==> config.mk <==
export PLATFORM = sky130hd
export DESIGN_NAME = cache_client_port
export DESIGN_NICKNAME = d
export VERILOG_FILES = /design/src/rtl/cache_client_port.sv
export SDC_FILE = /design/constraint.sdc
export NUM_CORES = 1
export LEC_CHECK = 0
export ABC_AREA = 1
export BUFFER_PORTS_ARGS = -buffer_cell sky130_fd_sc_hd__buf_2
export CORE_MARGIN = 2
export CORE_UTILIZATION = 29
export CTS_CLUSTER_SIZE = 28
export DETAILED_ROUTE_END_ITERATION = 10
export GPL_TIMING_DRIVEN = 0
export SETUP_SLACK_MARGIN = 0.15
export SKIP_LAST_GASP = 1
export SLEW_MARGIN = 20
export SYNTH_ARGS = -nofsm -noshare
export SYNTH_HDL_FRONTEND = slang
export SYNTH_SLANG_ARGS = --single-unit
==> constraint.sdc <==
create_clock -name clk -period 2.3 [get_ports clk]
set_input_delay 0 -clock clk [delete_from_list [all_inputs] [get_ports clk]]
set_output_delay 0 -clock clk [all_outputs]
set_load 0.05 [all_outputs]
==> src/rtl/cache_client_port.sv <==
// Requester-side agent for one cache client port: queues read/write commands,
// issues them one at a time to the cache read or write port, returns one response each.
module cache_client_port #(
  parameter int ADDR_W  = 14,
  parameter int DATA_W  = 10,
  parameter int DEPTH   = 4,
  parameter int TIMEOUT = 64
) (
  input  logic                     clk,
  input  logic                     rst,
  input  logic                     cmd_valid,
  output logic                     cmd_ready,
  input  logic                     cmd_write,
  input  logic [ADDR_W-1:0]        cmd_addr,
  input  logic [DATA_W-1:0]        cmd_wdata,
  output logic                     rsp_valid,
  input  logic                     rsp_ready,
  output logic                     rsp_write,
  output logic [DATA_W-1:0]        rsp_data,
  output logic                     rsp_err,
  output logic                     rd_req,
  output logic [ADDR_W-1:0]        rd_addr,
  input  logic [DATA_W-1:0]        rd_data,
  input  logic                     rd_ready,
  output logic                     wr_req,
  output logic [ADDR_W-1:0]        wr_addr,
  output logic [DATA_W-1:0]        wr_data,
  input  logic                     wr_ready,
  output logic                     busy,
  output logic [$clog2(DEPTH):0]   fifo_count
);

  localparam int PTR_W = $clog2(DEPTH);
  localparam int CNT_W = (TIMEOUT > 1) ? $clog2(TIMEOUT + 1) : 1;
  localparam int ENT_W = 1 + ADDR_W + DATA_W;

  typedef enum logic [1:0] {ST_IDLE, ST_REQ, ST_RESP} state_t;

  state_t              state_q, state_d;
  logic [ENT_W-1:0]    mem_q [DEPTH];
  logic [ENT_W-1:0]    mem_d [DEPTH];
  logic [PTR_W-1:0]    wr_ptr_q, wr_ptr_d, rd_ptr_q, rd_ptr_d;
  logic [PTR_W:0]      count_q, count_d;
  logic                req_q, req_d, write_q, write_d;
  logic [ADDR_W-1:0]   addr_q, addr_d;
  logic [DATA_W-1:0]   data_q, data_d;
  logic                rsp_valid_q, rsp_valid_d, rsp_write_q, rsp_write_d;
  logic                rsp_err_q, rsp_err_d;
  logic [DATA_W-1:0]   rsp_data_q, rsp_data_d;
  logic [CNT_W-1:0]    tmo_q, tmo_d;

  logic                full, push, pop, port_ready, tmo_hit;
  logic [ENT_W-1:0]    head;

  // cmd_ready comes from the registered count only, so a pop in the same
  // cycle never lets a push into a full FIFO.
  assign full       = (count_q == (PTR_W + 1)'(DEPTH));
  assign cmd_ready  = rst & ~full;
  assign push       = cmd_valid & cmd_ready;
  assign pop        = (state_q == ST_IDLE) && (count_q != '0);
  assign head       = mem_q[rd_ptr_q];
  assign port_ready = write_q ? wr_ready : rd_ready;
  assign tmo_hit    = (TIMEOUT != 0) && ((32'(tmo_q) + 32'd1) == 32'(TIMEOUT));

  always_comb begin
    mem_d = mem_q;
    if (push) mem_d[wr_ptr_q] = {cmd_write, cmd_addr, cmd_wdata};
    wr_ptr_d = wr_ptr_q + PTR_W'(push);
    rd_ptr_d = rd_ptr_q + PTR_W'(pop);
    count_d  = count_q + (PTR_W + 1)'(push) - (PTR_W + 1)'(pop);
  end

  always_comb begin
    state_d     = state_q;
    req_d       = req_q;
    write_d     = write_q;
    addr_d      = addr_q;
    data_d      = data_q;
    rsp_valid_d = rsp_valid_q;
    rsp_write_d = rsp_write_q;
    rsp_err_d   = rsp_err_q;
    rsp_data_d  = rsp_data_q;
    tmo_d       = tmo_q;
    case (state_q)
      ST_IDLE: begin
        if (pop) begin
          {write_d, addr_d, data_d} = head;
          req_d   = 1'b1;
          tmo_d   = '0;
          state_d = ST_REQ;
        end
      end
      ST_REQ: begin
        tmo_d = tmo_q + CNT_W'(1);
        if (port_ready) begin
          req_d       = 1'b0;
          rsp_valid_d = 1'b1;
          rsp_write_d = write_q;
          rsp_err_d   = 1'b0;
          rsp_data_d  = write_q ? '0 : rd_data;
          state_d     = ST_RESP;
        end else if (tmo_hit) begin
          req_d       = 1'b0;
          rsp_valid_d = 1'b1;
          rsp_write_d = write_q;
          rsp_err_d   = 1'b1;
          rsp_data_d  = '0;
          state_d     = ST_RESP;
        end
      end
      ST_RESP: begin
        // req is already low here, giving the cache its mandatory idle cycle.
        if (rsp_ready) begin
          rsp_valid_d = 1'b0;
          rsp_write_d = 1'b0;
          rsp_err_d   = 1'b0;
          rsp_data_d  = '0;
          addr_d      = '0;
          data_d      = '0;
          state_d     = ST_IDLE;
        end
      end
      default: state_d = ST_IDLE;
    endcase
  end

  always_ff @(posedge clk or negedge rst) begin
    if (!rst) begin
      state_q     <= ST_IDLE;
      for (int i = 0; i < DEPTH; i++) mem_q[i] <= '0;
      wr_ptr_q    <= '0;
      rd_ptr_q    <= '0;
      count_q     <= '0;
      req_q       <= 1'b0;
      write_q     <= 1'b0;
      addr_q      <= '0;
      data_q      <= '0;
      rsp_valid_q <= 1'b0;
      rsp_write_q <= 1'b0;
      rsp_err_q   <= 1'b0;
      rsp_data_q  <= '0;
      tmo_q       <= '0;
    end else begin
      state_q     <= state_d;
      mem_q       <= mem_d;
      wr_ptr_q    <= wr_ptr_d;
      rd_ptr_q    <= rd_ptr_d;
      count_q     <= count_d;
      req_q       <= req_d;
      write_q     <= write_d;
      addr_q      <= addr_d;
      data_q      <= data_d;
      rsp_valid_q <= rsp_valid_d;
      rsp_write_q <= rsp_write_d;
      rsp_err_q   <= rsp_err_d;
      rsp_data_q  <= rsp_data_d;
      tmo_q       <= tmo_d;
    end
  end

  // Address/data buses read as zero whenever their port has no request up.
  assign rd_req     = req_q & ~write_q;
  assign wr_req     = req_q & write_q;
  assign rd_addr    = rd_req ? addr_q : '0;
  assign wr_addr    = wr_req ? addr_q : '0;
  assign wr_data    = wr_req ? data_q : '0;
  assign rsp_valid  = rsp_valid_q;
  assign rsp_write  = rsp_write_q;
  assign rsp_err    = rsp_err_q;
  assign rsp_data   = rsp_data_q;
  assign busy       = (state_q != ST_IDLE) | (count_q != '0);
  assign fifo_count = count_q;

endmodule

==> results.py, run 1 <==
metrics = {
    "routing": {
        "viasPerCell": 4.620,
        "drcViolationCount": 0,
        "vias": 6135,
        "wire_per_inst_um": 14.93,
        "drt-total-wl_um": 19830,
        "dr.pass1.iters": 6,
        "final_antenna_net_count": 0,
        "drt_iter0_markers": 543,
    },
    "finish": {
        "stdcell_count": 1328,
        "seq_area_mm2": 0.003885,
        "nFillCells": 2447,
        "multi_input_area_mm2": 0.002615,
        "drive_above_1_share_pct": 19.03,
        "synthToLayoutAreaGrowth_pct": 29.26,
        "antenna_cells": 0,
        "fin_nets": 1043,
    },
    "logic_synthesis": {
        "synthesis.area_mm2": 0.007029,
        "synthXorXnorAreaFrac_pct": 0.4984,
        "muxShareOfSynthArea_pct": 0,
        "synth_area_leaders": "dfrtp_1 (55%), nand2_1 (9.7%), o21ai_1 (6.9%), nor2_1 (5.7%), inv_1 (4.3%)",
        "synth_cell_types": 28,
        "synth-simple-area-share_pct": 18.12,
        "ys_seq_area_share_pct": 55.18,
        "ys_warn_count": 0,
        "syn_nets": 879,
        "ys_ff_latch": 155,
        "synth_top_family_by_area": "simple AND/OR/NAND/NOR gates",
        "yosys.area.top_type": "dfrtp_1",
        "synthAdderAreaFrac_pct": 1.175,
        "synth_top_area_share_pct": 55.18,
        "synth_compound_area_share_pct": 16.84,
        "netlist_instances": 832,
        "syn_area_per_cell_um2": 8.449,
    },
    "flow_run": {
        "drv_cap": 0,
    },
    "power_and_ir_drop": {
        "combPwrFrac_pct": 46.0,
        "p_int_uw": 7741,
        "netSwitchingFraction_pct": 44.15,
        "powerDensity_mw_per_mm2": 1526,
        "leakage_uw": 0.004431,
        "power_uw": 13860,
        "netSwitchingPower_uw": 6120,
        "pwr-share-clk_pct": 20.5,
        "seq_power_share_pct": 33.5,
        "max-vdd-ir-drop_mv": 0.6707,
    },
    "clock_network": {
        "cts_hold_buf": 38,
        "max-clock-path-buffers": 2,
        "cts_tree": "yes",
        "clkSinkCount": 155,
        "cts_root_buf": "clkbuf_16",
        "cts_max_level": 4,
        "worstSkewPairLatency_ns": 0.43,
        "cts_buffers": 17,
        "cts.clk_slew.worst_paths_ns": 0.06,
    },
    "place": {
        "dpl.hpwl_um": 13750,
        "gp_congestion": 0.8167,
        "dpl_worst_slack_ns": -0.2728,
        "dp.cells": 1251,
        "port_buffers": 98,
    },
    "sta": {
        "hold_violations": 116,
        "skew_ns": 0.008184,
        "fin_crit_sh_pct": 93.39,
        "setup_violations": 0,
        "setup_tns_ns": 0,
        "drv_slew": 0,
        "whs_ns": -0.6566,
        "timing.fmax_mhz": 465.6,
        "fin_crit_ns": 2.148,
        "setup_slack_ns": 0.1521,
        "tightest_slew_ns": 0.6065,
        "slew_headroom_pct": 59.57,
        "rsz0062_at_grt": "true",
    },
    "worst_setup_path": {
        "crit_chain": "o31ai_4, inv_2, buf_8, ha_4, inv_2, ha_4, inv_2, fa_2, xnor2_2, xor2_1",
        "cp_max_fo": 4,
        "cp.arrival_ns": 2.46,
        "startpoint_type": "register",
        "crit_path_max_incr_delay_ns": 0.51,
        "worst_setup_path_end_kind": "register",
        "required_ns": 2.61,
        "slowest_stage": "dfrtp_4",
        "crit_path_frequent_cell": "inv_2",
        "path_class": "reg2reg",
    },
    "floorplanning": {
        "die_area_mm2": 0.02550,
        "io_pins": 99,
        "die-height_um": 159.7,
        "num_rows": 56,
        "initial_core_util_pct": 29.77,
        "die_x_um": 159.7,
        "core_region_area_mm2": 0.02361,
    },
    "run_status": {
        "violations": "hold timing",
        "outcome": "finished with violations",
    },
    "global_routing": {
        "grt_pass1_wl_um": 32370,
        "grt_usage_pct": 16.11,
        "grt_overflow_total": 0,
        "grt_max_degree": 97,
        "antenna_found_initial": 0,
        "grt_pass1_vias": 6009,
    },
    "worst_hold_path": {
        "min-delay-path-class": "in2async",
    },
}
[worst max-delay path: cells and delay by family, from the launching register on]
kind	cells	cell delay, ns
fa+ha+maj	3	0.65
flops	1	0.51
xor+xnor	2	0.29
compound gates	1	0.30
buf+inv	4	0.28
[cells in the mapped netlist]
cell type,n
o211ai_1,1
nand2_1,182
nor2_4,1
o22ai_1,25
o31ai_1,1
nand4_1,2
dfrtp_1,155
ha_1,5
nand3_1,26
clkbuf_1,22
nor2_1,107
o21ai_0,58
o21bai_1,1
a31oi_4,1
nand2_2,3
nor3_4,1
o21a_1,24
buf_6,5
buf_2,19
xnor2_1,1
a31oi_1,1
inv_1,81
inv_2,6
fa_1,1
o21ai_1,97
xor2_1,3
o31ai_4,1
buf_4,2
[power by group through the flow]
stage,Sequential [uW],Clock (uW),Combinational [uW]
after floorplan,4990,0,4070
after global placement,4650,0,6070
after detailed placement,4680,0,6190
after CTS,4640,2880,6300
after global routing,4790,3000,7070
final,4640,2850,6370
[cells by family after synthesis]
| group | count (synthesis) |
|---|---|
| compound gates | 210 |
| flops | 155 |
| xor+xnor | 4 |
| buf+inv | 135 |
| fa+ha+maj | 6 |
| simple gates | 322 |
[placed cells by master, fill, tap and decap left out, types with 2 or more instances in the layout]
cell,netlist,final
nor2_1,107,105
nor2_2,0,2
ha_4,0,2
buf_8,0,2
buf_6,5,5
nand2_1,182,182
dfrtp_1,155,152
clkinv_2,0,3
clkbuf_2,0,2
buf_2,19,114
nand2_2,3,3
o22ai_1,25,25
bufinv_16,0,2
clkinvlp_4,0,4
ha_1,5,3
o21ai_0,58,58
clkbuf_8,0,5
clkbuf_1,22,20
nand4_1,2,2
o21a_1,24,24
dlygate4sd3_1,0,38
buf_4,2,9
nand3_1,26,26
dfrtp_2,0,2
buf_16,0,2
clkbuf_16,0,17
inv_1,81,78
inv_2,6,9
xor2_1,3,3
o21ai_1,97,97
[sequential cells by signal (all words and copies together), names as in the netlist]
register	count
mem_q	100
rd_ptr_q	2
tmo_q	7
wr_ptr_q	2
state_q	2
rsp_data	10
req_q	1
rsp_write	1
rsp_err	1
addr_q	14
fifo_count	3
data_q	10
rsp_valid	1
write_q	1
[through the flow]
step           cell area [um2]  util [%]
2_1_floorplan             7077         -
3_3_place_gp              7966     33.74
3_5_place_dp              8031     34.01
4_1_cts                   9040     38.28
5_1_grt                   9086     38.48
6_report                  9086     38.48
[final timing paths]
kind	start	to	slack, ns	cells after the start
worst max register to register	fifo_count[1]	fifo_count[2]	0.15	10
worst min-delay path	rst	data_q[8]	-0.66	1
min in group clk	cmd_valid	wr_ptr_q[0]	0.06	4
worst max-delay path	fifo_count[1]	fifo_count[2]	0.15	10
max in group asynchronous	rst	mem_q[42]	2.06	3
worst min register to register	rsp_data[5]	rsp_data[5]	0.47	2
[metal layers]
| layer | vias to the layer above | track usage (%) | part of all wire [%] |
|---|---|---|---|
| met3 | 17 | 3.299 | 4.5 |
| met5 | - | 0 | 0 |
| met4 | 0 | 3.843 | 1.1 |
| met2 | 151 | 25.54 | 45 |
| met1 | 2966 | 22.66 | 49 |
| li1 | 3001 | - | - |
[timing repair]
| action | in CTS | in global routing |
|---|---|---|
| hold endpoints to repair | 208 | 95 |
| pin swaps | 1 | 5 |
| buffers inserted | 2 | 5 |
| resized for setup | 3 | 3 |
| setup endpoints to repair | 15 | 12 |
[layout make-up]
type | instances | share of cell area, %
buffer | 48 | 2.906
clock buffer | 22 | 5.439
clock inverter | 10 | 1.253
inverter | 87 | 3.594
multi-input combinational | 542 | 28.78
sequential | 155 | 42.76
tap | 319 | 4.393
timing repair buffer | 145 | 10.88
Note: power is estimated with default switching activity, not from simulation.
==> inputs of run 2 (changes only) <==
--- a/config.mk
+++ b/config.mk
@@ -5,7 +5,6 @@
 export SDC_FILE = /design/constraint.sdc
 export NUM_CORES = 1
 export LEC_CHECK = 0
-export ABC_AREA = 1
 export BUFFER_PORTS_ARGS = -buffer_cell sky130_fd_sc_hd__buf_2
 export CORE_MARGIN = 2
 export CORE_UTILIZATION = 29
==> results.py, run 2 <==
metrics = {
    "finish": {
        "regMostFlops": "mem_q",
        "synthToLayoutAreaGrowth_pct": 28.74,
        "top_regs": "mem_q: 100 flops, addr_q: 14 flops",
        "fin_nets": 793,
        "mostFrequentLayoutCell": "dfrtp_1",
        "drive_above_1_share_pct": 29.12,
        "largest_register_ffs": 100,
        "final_cell_area_mm2": 0.009399,
        "layout_common_cells": "dfrtp_1 (152), buf_2 (105), mux2_1 (90)",
    },
    "clock_network": {
        "clkSinkCount": 155,
        "cts_max_level": 4,
        "worstSkewPairLatency_ns": 0.42,
        "cts_root_buf": "clkbuf_16",
        "max-clock-path-buffers": 2,
        "cts.clk_slew.worst_paths_ns": 0.07,
        "cts_buffers": 17,
        "cts_tree": "yes",
    },
    "logic_synthesis": {
        "syn_area_per_cell_um2": 12.48,
        "netlist_instances": 585,
        "ys.flop_type": "dfrtp_1",
        "synth_edf_count": 0,
        "synth-async-reset-ratio_pct": 100.0,
        "ys_seq_area_share_pct": 53.13,
        "synthesis.area_mm2": 0.007301,
        "yosys.area.top_type": "dfrtp_1",
        "synth_top_area_share_pct": 53.13,
        "syn_nets": 632,
        "post-synth-top-count-cell": "dfrtp_1",
        "ys_warn_count": 0,
        "ys_top_cells_by_count": "dfrtp_1 (155), mux2_1 (90), nand2_1 (82)",
        "synth_area_leaders": "dfrtp_1 (53%), mux2_1 (14%), mux4_2 (7.7%), nand2_1 (4.2%), o21ai_0 (2.3%)",
        "ys_ff_latch": 155,
        "synth_cell_types": 49,
    },
    "worst_setup_path": {
        "startpoint_type": "register",
        "critPathLaunch": "fifo_count[2]",
        "cp_max_fo": 5,
        "timing.rr.start": "fifo_count[2]",
        "cp.arrival_ns": 2.41,
        "worst_setup_path_end_kind": "register",
        "required_ns": 2.61,
        "path_class": "reg2reg",
        "rr_worst_depth": 10,
    },
    "sta": {
        "fin_crit_sh_pct": 91.36,
        "skew_ns": 0.009652,
        "rsz0062_at_grt": "true",
        "timing.fmax_mhz": 475.9,
        "drv_slew": 0,
        "tightest_slew_ns": 1.001,
        "fin_crit_ns": 2.101,
        "hold_violations": 0,
        "slew_headroom_pct": 33.15,
        "setup_tns_ns": 0,
        "setup_violations": 0,
    },
    "floorplanning": {
        "initial_core_util_pct": 29.25,
        "io_pins": 99,
        "die_x_um": 162.7,
        "num_rows": 58,
        "core_region_area_mm2": 0.02496,
        "die-height_um": 162.7,
        "die_area_mm2": 0.02646,
    },
    "routing": {
        "drcViolationCount": 0,
        "drt-total-wl_um": 18030,
        "final_antenna_net_count": 0,
        "viasPerCell": 4.752,
        "vias": 5184,
        "drt_iter0_markers": 343,
        "dr.pass1.iters": 4,
        "wire_per_inst_um": 16.52,
    },
    "run_status": {
        "outcome": "completed",
    },
    "worst_hold_path": {
        "min_from": "rd_ready",
        "min_path_cells": 4,
        "min-delay-path-class": "in2reg",
    },
    "place": {
        "placed_area_mm2": 0.008315,
        "dpl.hpwl_um": 12660,
        "port_buffers": 98,
        "gp_congestion": 0.7883,
    },
    "global_routing": {
        "grt_usage_pct": 14.48,
        "grt_pass1_wl_um": 29740,
        "antenna_found_initial": 2,
        "grt_max_degree": 87,
        "grt_pass1_vias": 5365,
        "grt_overflow_total": 0,
    },
    "power_and_ir_drop": {
        "powerDensity_mw_per_mm2": 1422,
        "leakage_uw": 0.004300,
        "max-vdd-ir-drop_mv": 0.4808,
    },
    "flow_run": {
        "drv_cap": 0,
    },
}
-- run 2: report_power, final --
part	leakage [uW]	total [uW]	internal [uW]	switching, uW
Sequential	0.00190	4790	4020	766
Combinational	0.00211	5790	2460	3320
Clock	0.000292	2790	1470	1320
Total	0.00430	13400	7950	5410
-- run 2: layer usage --
layer	GRT usage [%]	vias up	part of all wire (%)
li1	-	2442	-
met1	19.84	2588	47
met2	22.86	136	47
met3	3.565	18	5.1
met4	4.183	0	1.3
met5	0	-	0
-- run 2: worst max-delay path: stages, from the launching register on --
cell and delay, ns:
dfrtp_2 0.45, nor3_4 0.29, nor3_4 0.07, clkbuf_8 0.15, ha_4 0.20, inv_2 0.06, ha_4 0.12, inv_2 0.03
fa_2 0.34, xnor2_2 0.15, xnor2_1 0.12
-- run 2: repair_timing --
action	4_1_cts	5_1_grt
endpoints found under the hold margin	180	0
hold buffers	38	0
setup endpoints to repair	75	108
resized for setup	5	16
gates cloned	0	0
pin swaps	2	2
setup buffers	5	0
-- run 2: kinds of logic (layout without fill, tap and decap cells) --
group,count (synthesis),after routing,share of synthesized area (%)
AND/OR/NAND/NOR,180,180,12.94
XOR/XNOR,6,6,0.7198
AO/OA/AOI/OAI,65,65,5.587
other,0,2,0
buffers and inverters,46,220,3.050
flip-flops,155,155,53.13
multiplexers,127,127,23.44
adder cells (fa/ha/maj),6,6,1.131
-- run 2: metrics by stage --
stage | hold slack, ns | util, % | instances | total power [uW] | worst slack [ns]
global route | 0.08765 | 37.65 | 1091 | 14300 | 0.1079
global placement | 0.2306 | 33.16 | 1013 | 10380 | -2.255
CTS | 0.06516 | 37.50 | 1089 | 13490 | 0.08668
floorplan | -0.2956 | - | 585 | 8945 | -0.02800
finish | 0.08243 | 37.65 | 1091 | 13370 | 0.1987
detailed placement | 0.01137 | 33.31 | 1014 | 10530 | -0.1618
-- run 2: area by class of cell --
| type | count | area, um2 |
|---|---|---|
| antenna | 2 | 5.005 |
| buffer | 41 | 231.5 |
| clock buffer | 17 | 425.4 |
| clock inverter | 15 | 168.9 |
| fill | 2493 | 15560 |
| inverter | 5 | 18.77 |
| multi-input combinational | 384 | 3288 |
| sequential | 155 | 3885 |
| tap | 330 | 412.9 |
| timing repair buffer | 142 | 963.4 |
-- run 2: path summary, 6_finish.rpt --
check	slack, ns	to
worst min-delay path	0.08	state_q[1]
worst min register to register	0.48	mem_q[46]
min in group asynchronous	0.20	mem_q[82]
max in group asynchronous	1.69	state_q[1]
worst max register to register	0.20	fifo_count[2]
worst max-delay path	0.20	fifo_count[2]
